`src/rtl/io_uart_tx_pkg.sv`:
```
// Shared CPU IO definitions: UART frame constants and the transmitter state encoding.
package cpu_io_pkg;
  localparam int UART_DATA_BITS            = 8;
  localparam int UART_DEFAULT_CLKS_PER_BIT = 434;

  typedef enum logic [1:0] {IDLE, START, DATA, STOP} uart_state_t;
endpackage

```
`src/rtl/io_uart_tx_if.sv`:
```
// Byte-in / serial-out handshake between the IO register side and the UART transmitter.
interface io_uart_tx_if;
  import cpu_io_pkg::*;

  logic                      tx_start;
  logic [UART_DATA_BITS-1:0] tx_data;
  logic                      tx;
  logic                      busy;
  logic                      done;

  modport master (output tx_start, output tx_data, input tx, input busy, input done);
  modport slave  (input tx_start, input tx_data, output tx, output busy, output done);
endinterface

```
`src/rtl/io_uart_tx_baud.sv`:
```
// Bit-period counter: counts 0..CLKS_PER_BIT-1, ticks on the last count and wraps.
module io_baud_gen
  import cpu_io_pkg::*;
#(
  parameter int CLKS_PER_BIT = UART_DEFAULT_CLKS_PER_BIT
) (
  input  logic clk,
  input  logic rst,
  input  logic clear_i,
  output logic tick_o
);

  localparam int            CW   = (CLKS_PER_BIT > 1) ? $clog2(CLKS_PER_BIT) : 1;
  localparam logic [CW-1:0] LAST = CW'(CLKS_PER_BIT - 1);

  logic [CW-1:0] cnt_q, cnt_d;

  assign tick_o = (cnt_q == LAST);

  always_comb begin
    cnt_d = cnt_q + CW'(1);
    if (clear_i || tick_o) cnt_d = '0;
  end

  always_ff @(posedge clk) begin
    if (rst) cnt_q <= '0;
    else     cnt_q <= cnt_d;
  end

endmodule

```
`src/rtl/io_uart_tx.sv`:
```
// 8N1 UART transmitter: latches the IO byte on a start strobe and shifts it out LSB first.
module io_uart_tx
  import cpu_io_pkg::*;
#(
  parameter int CLKS_PER_BIT = UART_DEFAULT_CLKS_PER_BIT
) (
  input logic        clk,
  input logic        rst,
  io_uart_tx_if.slave bus
);

  if (CLKS_PER_BIT < 2) begin : g_bad_clks_per_bit
    $error("io_uart_tx: CLKS_PER_BIT must be >= 2");
  end

  localparam logic [2:0] LAST_BIT = 3'(UART_DATA_BITS - 1);

  uart_state_t               state_q, state_d;
  logic [UART_DATA_BITS-1:0] shreg_q, shreg_d;
  logic [2:0]                bit_q, bit_d;
  logic                      tx_q, tx_d;
  logic                      busy_q, busy_d;
  logic                      done_q, done_d;
  logic                      baud_clr;
  logic                      baud_tick;

  io_baud_gen #(.CLKS_PER_BIT(CLKS_PER_BIT)) u_baud (
    .clk    (clk),
    .rst    (rst),
    .clear_i(baud_clr),
    .tick_o (baud_tick)
  );

  // tx is registered and updated at the wrap edge so each bit holds for a full period
  always_comb begin
    state_d  = state_q;
    shreg_d  = shreg_q;
    bit_d    = bit_q;
    tx_d     = tx_q;
    busy_d   = busy_q;
    done_d   = 1'b0;
    baud_clr = 1'b0;

    unique case (state_q)
      IDLE: begin
        if (bus.tx_start) begin
          state_d  = START;
          shreg_d  = bus.tx_data;
          tx_d     = 1'b0;
          busy_d   = 1'b1;
          baud_clr = 1'b1;
        end
      end
      START: begin
        if (baud_tick) begin
          state_d = DATA;
          bit_d   = '0;
          tx_d    = shreg_q[0];
        end
      end
      DATA: begin
        if (baud_tick) begin
          if (bit_q == LAST_BIT) begin
            state_d = STOP;
            tx_d    = 1'b1;
          end else begin
            bit_d   = bit_q + 3'd1;
            shreg_d = shreg_q >> 1;
            tx_d    = shreg_q[1];
          end
        end
      end
      STOP: begin
        if (baud_tick) begin
          state_d = IDLE;
          busy_d  = 1'b0;
          done_d  = 1'b1;
        end
      end
      default: state_d = IDLE;
    endcase
  end

  always_ff @(posedge clk) begin
    if (rst) begin
      state_q <= IDLE;
      shreg_q <= '0;
      bit_q   <= '0;
      tx_q    <= 1'b1;
      busy_q  <= 1'b0;
      done_q  <= 1'b0;
    end else begin
      state_q <= state_d;
      shreg_q <= shreg_d;
      bit_q   <= bit_d;
      tx_q    <= tx_d;
      busy_q  <= busy_d;
      done_q  <= done_d;
    end
  end

  assign bus.tx   = tx_q;
  assign bus.busy = busy_q;
  assign bus.done = done_q;

endmodule

```
`src/flat_wrapper.sv`:
```
// flat-port wrapper written by rule: the top's interface ports become plain ports
module io_uart_tx_flat import cpu_io_pkg::*;
#(
  parameter int CLKS_PER_BIT = UART_DEFAULT_CLKS_PER_BIT
)
  (clk, rst, bus_tx_start, bus_tx_data, bus_tx, bus_busy, bus_done);
  io_uart_tx_if bus_i ();
  input logic clk;
  input logic rst;
  input wire logic [$bits(bus_i.tx_start)-1:0] bus_tx_start;
  input wire logic [$bits(bus_i.tx_data)-1:0] bus_tx_data;
  output wire logic [$bits(bus_i.tx)-1:0] bus_tx;
  output wire logic [$bits(bus_i.busy)-1:0] bus_busy;
  output wire logic [$bits(bus_i.done)-1:0] bus_done;
  assign bus_i.tx_start = bus_tx_start;
  assign bus_i.tx_data = bus_tx_data;
  assign bus_tx = bus_i.tx;
  assign bus_busy = bus_i.busy;
  assign bus_done = bus_i.done;
  io_uart_tx #(.CLKS_PER_BIT(CLKS_PER_BIT)) u_core (.clk(clk), .rst(rst), .bus(bus_i));
endmodule
```
`config.mk`:
```
export PLATFORM = sky130hd
export DESIGN_NAME = io_uart_tx_flat
export DESIGN_NICKNAME = d
export VERILOG_FILES = /design/src/rtl/io_uart_tx_pkg.sv /design/src/rtl/io_uart_tx_if.sv /design/src/rtl/io_uart_tx_baud.sv /design/src/rtl/io_uart_tx.sv /design/src/flat_wrapper.sv
export SDC_FILE = /design/constraint.sdc
export NUM_CORES = 1
export LEC_CHECK = 0
export BUFFER_PORTS_ARGS = -buffer_cell sky130_fd_sc_hd__buf_4
export CAP_MARGIN = 20
export CORE_ASPECT_RATIO = 1.75
export CORE_MARGIN = 2
export CORE_UTILIZATION = 51
export DETAILED_ROUTE_END_ITERATION = 10
export GPL_TIMING_DRIVEN = 0
export PLACE_DENSITY_LB_ADDON = 0.3
export SETUP_SLACK_MARGIN = 0.3
export SLEW_MARGIN = 10
export SYNTH_ARGS = -nofsm -noshare
export SYNTH_HDL_FRONTEND = slang
export SYNTH_SLANG_ARGS = --single-unit
```
`constraint.sdc`:
```
create_clock -name clk -period 1.7 [get_ports clk]
set_input_delay 0.085 -clock clk [delete_from_list [all_inputs] [get_ports clk]]
set_output_delay 0.085 -clock clk [all_outputs]
set_load 0.05 [all_outputs]
```
## Word level (Yosys, flattened, before mapping)

Index checks and enable logic that the tools add are counted.

| operators by class | value |
|---|---|
| reduce and logical (&&, ||, !) cells | 13 |
| eq/ne operators | 11 |
| bitwise operators | 1 |
| $add $sub $neg | 2 |
| muxes and demuxes | 25 |

Operators by type and width:

| cell | number |
|---|---|
| two-way mux 8 bit | 3 |
| case mux 8 bit (2 select lines) | 1 |
| AND reduction 4 bit | 3 |
| two-way mux 2 bit | 5 |
| inequality test 2 bit (second input constant) | 5 |
| adder 9 x 1 -> 9 bit (second input constant) | 1 |
| equality test 9 bit (second input constant) | 1 |
| two-way mux 1 bit | 9 |
| two-way mux 3 bit | 3 |
| case mux 2 bit (4 select lines) | 1 |
| case mux 3 bit (2 select lines) | 1 |
| nonzero test 2 bit | 3 |
| AND reduction 5 bit | 1 |
| equality test 2 bit (second input constant) | 2 |
| OR reduction 2 bit | 2 |
| adder 3 x 1 -> 3 bit (second input constant) | 1 |
| equality test 3 bit (second input constant) | 1 |
| case mux 1 bit (3 select lines) | 1 |
| AND reduction 3 bit | 1 |
| nonzero test 3 bit | 1 |
| equality test 2 x 1 -> 1 bit (second input constant) | 1 |
| zero test 2 bit | 1 |
| inequality test 2 x 1 -> 1 bit (second input constant) | 1 |
| case mux 1 bit (2 select lines) | 1 |
| 2 further kinds | 2 |

| storage, ports and cells | value |
|---|---|
| register bits after elaboration | 25 |
| input bits | 11 |
| output and inout port bits | 3 |
| logic and storage cells | 59 |

## Longest topological paths before layout

Gate-level depths: netlist of the first run.

| logic depth | value |
|---|---|
| depth after elaboration | 4 |
| mapped depth | 7 |
| depth with buffers taken out | 6 |

## Cells and area by module

From an unflattened synthesis of the first run, not the netlist that was laid out.

| second synthesis, totals | value |
|---|---|
| cell total of the unflattened synthesis | 147 |
| area, all modules | 1,380.1 um^2 |

By module, submodules not included:

| module | instances | area an instance (um^2) | sequential area each (um^2) | cells an instance |
|---|---|---|---|---|
| io_uart_tx | 1 | 933.4 | 320.3 | 98 |
| io_baud_gen | 1 | 446.7 | 180.2 | 49 |

## Least setup slack after synthesis of the first run

No wires, ideal clock.

| timing | value |
|---|---|
| kind | reg2reg |
| start point | reg u_core.u_baud.cnt_q[2] |
| end point | reg u_core.bit_q[0] |
| path buffers | 1 |
| period minus slack after synthesis | 1.776 ns |
| arrival | 1.708 ns |
| setup time | 0.067 ns |
| data required time | 1.633 ns |
| cell stages (with the launch flop) | 6 |
| slack | -0.076 ns |
| cell sequence | dfxtp_1 -> or4b_4 -> or2_1 -> clkbuf_2 -> or3_1 -> a21oi_2 |

| on the way | value |
|---|---|
| cells in the longest elaborated chain, start to end | 3 |
| elaborated cells between the ends (all ways) | 4 |
| classes of those cells | eq/ne (3); reduce/logical (1) |

Ends and longest elaborated chain:

| what | line | source |
|---|---|---|
| start: declaration | io_uart_tx_baud.sv:16 | `logic [CW-1:0] cnt_q, cnt_d;` |
| start signal: assignment | io_uart_tx_baud.sv:27 | `else cnt_q <= cnt_d;` |
| equality test 9 bit (*) | io_uart_tx_baud.sv:18 | `assign tick_o = (cnt_q == LAST);` |
| inequality test 2 bit (no line) | n/a |  |
| AND reduction 4 bit (no line) (*) | n/a |  |
| end signal: assignment | io_uart_tx.sv:95 | `bit_q <= bit_d;` |
| end: declaration | io_uart_tx.sv:20 | `logic [2:0] bit_q, bit_d;` |

Every way passes the cells marked *; elsewhere a longest branch is shown, timed or not.
A chain may end at the register's enable or synchronous reset.

## Worst setup path after layout of the first run

| timing | value |
|---|---|
| start point | reg u_core.u_baud.cnt_q[3] |
| end point | reg u_core.state_q[1] |

| on the way | value |
|---|---|
| cells in the longest elaborated chain, start to end | 3 |
| elaborated cells between the ends (all ways) | 5 |
| classes of those cells | eq/ne (4); reduce/logical (1) |

Ends and longest elaborated chain:

| what | line | source |
|---|---|---|
| equality test 9 bit (*) | io_uart_tx_baud.sv:18 |  |
| inequality test 2 bit (no line) | n/a |  |
| AND reduction 5 bit (no line) (*) | n/a |  |
| end signal: assignment | io_uart_tx.sv:93 | `state_q <= state_d;` |
| end: declaration | io_uart_tx.sv:18 | `uart_state_t state_q, state_d;` |

Marked as above.

==> results of run 1 <==
[stage by stage]
step | setup TNS (ps) | instances | util | area (um2)
detailed placement | -1738 | 176 | 0.6044 | 1409
CTS | -963.5 | 188 | 0.6747 | 1573
global route | -1359 | 194 | 0.7166 | 1670
floorplan | -62.54 | 139 | - | 1287
global placement | -834.8 | 176 | 0.6044 | 1409
finish | -532.3 | 194 | 0.7166 | 1670
[critical path: stages (launching register included)]
cell	delay [ps]
dfxtp_2	340
or4b_4	580
buf_4	160
buf_6	120
o21ai_4	120
and3_4	200
mux2i_1	190
[cells by family (layout without fill, tap and decap cells)]
| family | after synthesis | after routing | share of synthesized area |
|---|---|---|---|
| AOI/OAI and AO/OA | 32 | 32 | 0.1657 |
| xor gates and xnor gates | 7 | 7 | 0.04832 |
| adders and majority gates | 9 | 9 | 0.08876 |
| buffers and inverters | 10 | 39 | 0.03154 |
| DFF | 25 | 25 | 0.3945 |
| muxes | 9 | 9 | 0.07101 |
| and+or+nand+nor | 47 | 48 | 0.2002 |
[synth_stat cells]
library cell	count	area [um2]
or4b_4	1	13.76
mux2i_1	9	90.09
nand2_1	7	26.28
o31ai_4	1	21.27
buf_2	1	5.000
nor2_1	11	41.29
and4_1	1	8.760
nor3_1	2	10.01
dfxtp_1	25	500.5
o21ai_0	4	20.02
a31oi_1	1	6.260
ha_1	9	112.6
and2_0	1	6.260
o22a_1	1	8.760
o211ai_1	1	7.510
and3_1	1	6.260
a211oi_1	9	67.56
xor2_1	3	26.28
xnor2_1	4	35.03
nand3_1	4	20.02
nand2b_1	9	56.30
clkbuf_2	1	5.000
or3_1	2	12.51
nor2b_1	2	12.51
inv_1	4	15.01
buf_1	1	3.750
a21oi_1	14	70.07
nand3b_1	1	7.510
or2_2	1	6.260
or2_1	1	6.260
nor3b_1	1	7.510
a21oi_2	1	8.760
nand4_1	2	12.51
clkbuf_1	3	11.26
[per-layer routing]
metal / global-route usage / vias up
met5: 0 / -
met4: 0.09319 / 0
met3: 0.01809 / 9
met2: 0.4010 / 26
met1: 0.2186 / 527
li1: - / 551
[state kept, by name (all words and copies together), names as in the netlist]
signal	count
u_core.u_baud.cnt_q	9
u_core.shreg_q	8
u_core.bit_q	3
u_core.state_q	2
u_core.bus.busy	1
u_core.bus.done	1
u_core.bus.tx	1
[final timing paths]
kind,start,end,cells past startpoint
max,u_core.u_baud.cnt_q[3],u_core.state_q[1],6
min,bus_tx_data[4],u_core.shreg_q[4],3
max reg2reg,u_core.u_baud.cnt_q[3],u_core.state_q[1],6
min reg2reg,u_core.u_baud.cnt_q[0],u_core.u_baud.cnt_q[0],1
[final cells by class]
class | count | area share
Clock buffer | 3 | 0.02472
Timing Repair Buffer | 25 | 0.1146
Multi-Input combinational cell | 105 | 0.4989
Clock inverter | 1 | 0.002996
Inverter | 4 | 0.008989
Buffer | 6 | 0.02397
Tap cell | 25 | 0.01873
Sequential cell | 25 | 0.3071
[power by group through the flow]
stage / sequential (W) / combinational [W] / clock [W]
finish: 0.000795 / 0.00106 / 0.000346
global route: 0.000811 / 0.00116 / 0.000379
CTS: 0.000792 / 0.000936 / 0.000354
detailed placement: 0.000796 / 0.000823 / 0
global placement: 0.000789 / 0.000785 / 0
floorplan: 0.000830 / 0.000594 / 0
[repair_timing]
action | CTS | global route
pin swaps | 17 | 8
cloned | 0 | 1
gates resized for setup | 20 | 14
endpoints found under the setup margin | 25 | 25
buffers inserted | 8 | 5
==> results.py, run 1 <==
metrics = {
    "floorplan": {
        "fp-row-count": 23,
        "dieArea_um2": 2919,
        "coreArea_um2": 2331,
        "die_h_um": 69.98,
        "io_pins": 14,
        "start_util": 0.5443,
        "dieWidth_um": 41.71,
    },
    "global_routing": {
        "grt_max_degree": 15,
        "antenna_found_initial": 0,
        "track_usage": 0.2090,
        "grt_pass1_vias": 1148,
        "grt_first_pass_wirelength_mm": 4.905,
        "overflow": 0,
    },
    "synthesis": {
        "syn_area_um2": 1269,
        "synth_cells": 139,
        "synth_fp_nets": 159,
        "ys_seq_elements": 25,
        "ys_seq_area_frac": 0.3945,
        "yosys_warnings": 0,
        "synth_cell_types": 34,
        "syn_area_per_cell_um2": 9.127,
    },
    "drt": {
        "met3_length_um": 63,
        "wl_met2_mm": 1.704,
        "drt-initial-drc-count": 24,
        "routed_wl_mm": 3.010,
        "drt_pre_antenna_iters": 4,
        "m1WireLength_mm": 1.158,
        "drt-wirelength-per-cell_um": 15.52,
        "via_per_inst": 5.737,
        "drtAntennaViolNets": 0,
        "highest_layer": "met4",
        "via_count": 1113,
        "drc": 0,
    },
    "placed_design": {
        "place_hpwl_mm": 1.975,
        "portBuffers": 12,
        "gp_congestion": 0.8187,
        "dp_slack_ps": -177.4,
    },
    "job": {
        "cap_violations": 0,
    },
    "worst_setup_path": {
        "required_ps": 1890,
        "r2r_setup_slack_ps": -100,
        "cp_max_fo": 4,
        "arrival_ps": 1980,
        "crit_type": "flip-flop to flip-flop",
        "crit_path_end_kind": "flip-flop",
        "crit_path_start_kind": "flip-flop",
    },
    "pwr": {
        "p_sw_frac": 0.3806,
        "p_seq_frac": 0.361,
        "cell_internal_pwr_w": 0.001364,
        "pwr-share-comb": 0.482,
        "p_per_area_nw_per_um2": 1319,
        "switchingPower_w": 0.0008382,
        "worst_ir_drop_vdd_mv": 0.9109,
        "power_w": 0.002203,
        "power.leakage_nw": 0.6293,
        "power_frac_clock": 0.157,
    },
    "finish": {
        "fin_nets": 190,
        "final_cell_mix": "24 x buf_4, 19 x dfxtp_1, 14 x a21oi_1",
        "regArea_um2": 513.0,
        "nFillCells": 176,
        "multi_input_area_um2": 833.3,
        "area_growth_pct": 31.66,
        "drive_gt1_frac": 0.3491,
        "final_common_cell": "buf_4",
        "n_antenna_cell": 0,
    },
    "sta": {
        "relSlewSlack": 0.5716,
        "final-setup-viol-count": 12,
        "maxSlewViolCount": 0,
        "fin_crit_sh": 1.057,
        "hold_viol": 0,
        "fin_skew_ps": 3.468,
        "rsz0062_at_grt": "yes",
        "worst_slew_pin_slew_ps": 642.6,
        "fin_crit_ps": 1797,
        "worst_slack_ps": -96.65,
        "whs_ps": 160.7,
        "fmax_mhz": 556.6,
    },
    "cts": {
        "cts_hold_buffers": 0,
        "cts.sink_count": 25,
        "htree_num_levels": 1,
        "ctsLongestPathBuffers": 2,
        "clkLatencyLatePin_ps": 270,
        "cts_tree": "done",
        "root_buffer": "clkbuf_8",
        "numCtsBuffers": 3,
        "clk_pin_slew_worst_paths_ps": 80,
    },
    "min_path": {
        "hold_path.class": "input pin to flip-flop",
    },
    "run_status": {
        "violations": "setup timing",
        "outcome": "finished, violations left",
    },
}
(Power assumes the default switching activity.)
==> inputs of run 2 (changes only) <==
--- a/config.mk
+++ b/config.mk
@@ -9,7 +9,7 @@
 export CAP_MARGIN = 20
 export CORE_ASPECT_RATIO = 1.75
 export CORE_MARGIN = 2
-export CORE_UTILIZATION = 51
+export CORE_UTILIZATION = 55
 export DETAILED_ROUTE_END_ITERATION = 10
 export GPL_TIMING_DRIVEN = 0
 export PLACE_DENSITY_LB_ADDON = 0.3
==> constraint.sdc (replaced) <==
create_clock -name clk -period 2.2 [get_ports clk]
set_input_delay 0.11 -clock clk [delete_from_list [all_inputs] [get_ports clk]]
set_output_delay 0.11 -clock clk [all_outputs]
set_load 0.05 [all_outputs]
==> run 2 against run 1 <==
The run now ends clean. Fmax down 2.9%. Hold slack better by 35 ps. Count of clock-buffer cells in the layout unchanged. Critical path depth fell by 1. Sequential power shrank 24%. Non-clock buffer count is 9 lower. Sequential share of layout area rose by 3.2 points. First-iteration DRC count is 21% lower. Critical path type unchanged.
==> results.py, run 2 (same netlist as run 1, synthesis figures left out) <==
metrics = {
    "pwr": {
        "switchingPower_w": 0.0005860,
        "cell_internal_pwr_w": 0.0009560,
        "power.leakage_nw": 0.5689,
        "p_sw_frac": 0.3800,
        "power_frac_clock": 0.177,
        "p_seq_frac": 0.393,
        "pwr-share-comb": 0.429,
        "worst_ir_drop_vdd_mv": 0.6652,
        "p_per_area_nw_per_um2": 1037,
    },
    "sta": {
        "maxSlewViolCount": 0,
        "tns_ps": 0,
        "hold_viol": 0,
        "worst_slew_pin_slew_ps": 631.3,
        "whs_ps": 195.6,
        "rsz0062_at_grt": "no",
        "final-setup-viol-count": 0,
        "fin_skew_ps": 2.895,
        "fin_crit_sh": 0.8408,
        "fin_crit_ps": 1850,
        "relSlewSlack": 0.5792,
        "fmax_mhz": 540.6,
    },
    "min_path": {
        "hold_path.class": "input pin to flip-flop",
        "hold_depth": 3,
        "worstHoldStart": "bus_tx_data[0]",
        "min_to": "u_core.shreg_q[0]",
    },
    "finish": {
        "area_growth_pct": 17.16,
        "largest_reg_flops": 9,
        "final_cell_mix": "22 x dfxtp_1, 16 x buf_4, 14 x a21oi_1",
        "fin_nets": 180,
        "drive_gt1_frac": 0.2138,
        "final_common_cell": "dfxtp_1",
        "largestRegisters": "u_core.u_baud.cnt_q x9, u_core.shreg_q x8, u_core.bit_q x3",
        "n_antenna_cell": 0,
        "regMostFlops": "u_core.u_baud.cnt_q",
    },
    "floorplan": {
        "dieWidth_um": 40.31,
        "fp-row-count": 23,
        "io_pins": 14,
        "coreArea_um2": 2245,
        "dieArea_um2": 2722,
        "die_h_um": 67.54,
        "start_util": 0.5652,
    },
    "drt": {
        "drc": 0,
        "via_count": 1091,
        "via_per_inst": 5.929,
        "drt-wirelength-per-cell_um": 14.44,
        "drt_pre_antenna_iters": 6,
        "drt-initial-drc-count": 19,
        "routed_wl_mm": 2.657,
        "drtAntennaViolNets": 0,
    },
    "cts": {
        "cts_tree": "done",
        "clkLatencyLatePin_ps": 270,
        "cts_hold_buffers": 0,
        "root_buffer": "clkbuf_8",
        "numCtsBuffers": 3,
        "clk_pin_slew_worst_paths_ps": 90,
        "ctsLongestPathBuffers": 2,
        "cts.sink_count": 25,
        "htree_num_levels": 1,
    },
    "worst_setup_path": {
        "crit_path_end_kind": "flip-flop",
        "crit_path_start_kind": "flip-flop",
        "r2r_end": "u_core.bit_q[0]",
        "required_ps": 2410,
        "r2r_setup_slack_ps": 350,
        "worstRegToRegCells": 5,
        "rr_startpoint": "u_core.u_baud.cnt_q[6]",
        "arrival_ps": 2060,
        "crit_type": "flip-flop to flip-flop",
        "cp_max_fo": 5,
    },
    "placed_design": {
        "gp_congestion": 0.8018,
        "portBuffers": 12,
        "place_hpwl_mm": 1.893,
    },
    "global_routing": {
        "track_usage": 0.2164,
        "grt_first_pass_wirelength_mm": 4.084,
        "grt_pass1_vias": 981,
        "overflow": 0,
        "grt_max_degree": 15,
        "antenna_found_initial": 0,
    },
    "job": {
        "cap_violations": 0,
    },
    "run_status": {
        "outcome": "completed",
    },
}
[run 2: worst max path at each step]
| stage | startpoint | endpoint | slack [ps] | cells after the start |
|---|---|---|---|---|
| after floorplan | u_core.u_baud.cnt_q[2] | u_core.bit_q[0] | 420 | 5 |
| after global placement | u_core.u_baud.cnt_q[2] | u_core.shreg_q[3] | 300 | 5 |
| after detailed placement | u_core.u_baud.cnt_q[2] | u_core.shreg_q[3] | 280 | 5 |
| after CTS | u_core.u_baud.cnt_q[2] | u_core.bit_q[0] | 320 | 5 |
| after global routing | u_core.u_baud.cnt_q[0] | u_core.bit_q[0] | 250 | 6 |
| final | u_core.u_baud.cnt_q[6] | u_core.bit_q[0] | 350 | 5 |
[run 2: area by class of cell]
class                      count  area, um2
sequential                    25      504.2
tap                           25      31.28
fill                         187      758.2
timing repair buffer          16      120.1
clock inverter                 1      5.005
clock buffer                   3      41.29
inverter                       4      15.01
multi-input combinational    104      743.2
buffer                         6      26.28
[run 2: metal layers]
layer  routed length, um  GRT usage  part of all wire  vias to the layer above
met5                   0          0                 0                        -
met4                  47    0.08750             0.018                        0
met3                  86    0.03289             0.032                        7
met2                1500     0.3871              0.56                       26
met1                1021     0.2386              0.38                      528
li1                    -          -                 -                      530
[run 2: power by group through the flow]
stage          Clock, W  Combinational, W  Sequential, W
2_1_floorplan         0          0.000446       0.000641
4_1_cts        0.000275          0.000636       0.000604
3_3_place_gp          0          0.000594       0.000609
3_5_place_dp          0          0.000614       0.000612
6_report       0.000273          0.000662       0.000606
5_1_grt        0.000290          0.000723       0.000616
[run 2: timing repair]
item                                   4_1_cts  5_1_grt
gates cloned                                 0        0
pin swaps                                    1        1
endpoints found under the hold margin        0        0
buffers inserted                             1        3
resized for setup                            0        9
setup endpoints to repair                    7       11
[run 2: critical path, cell delays in order (launching register included)]
cell      delay (ps)
dfxtp_2          340
or4b_4           580
or2_1            250
clkbuf_2         140
or3_1            360
a21oi_2          110
[run 2: through the flow]
stage                     instances  worst slack [ps]    util  total power (W)  area (um2)
after global placement          176             304.2  0.6193         0.001203        1390
after CTS                       181             316.4  0.6433         0.001514        1444
after floorplan                 139             424.2       -         0.001087        1269
after detailed placement        176             275.6  0.6193         0.001226        1390
after global routing            184             253.5  0.6622         0.001630        1486
final                           184             350.3  0.6622         0.001542        1486
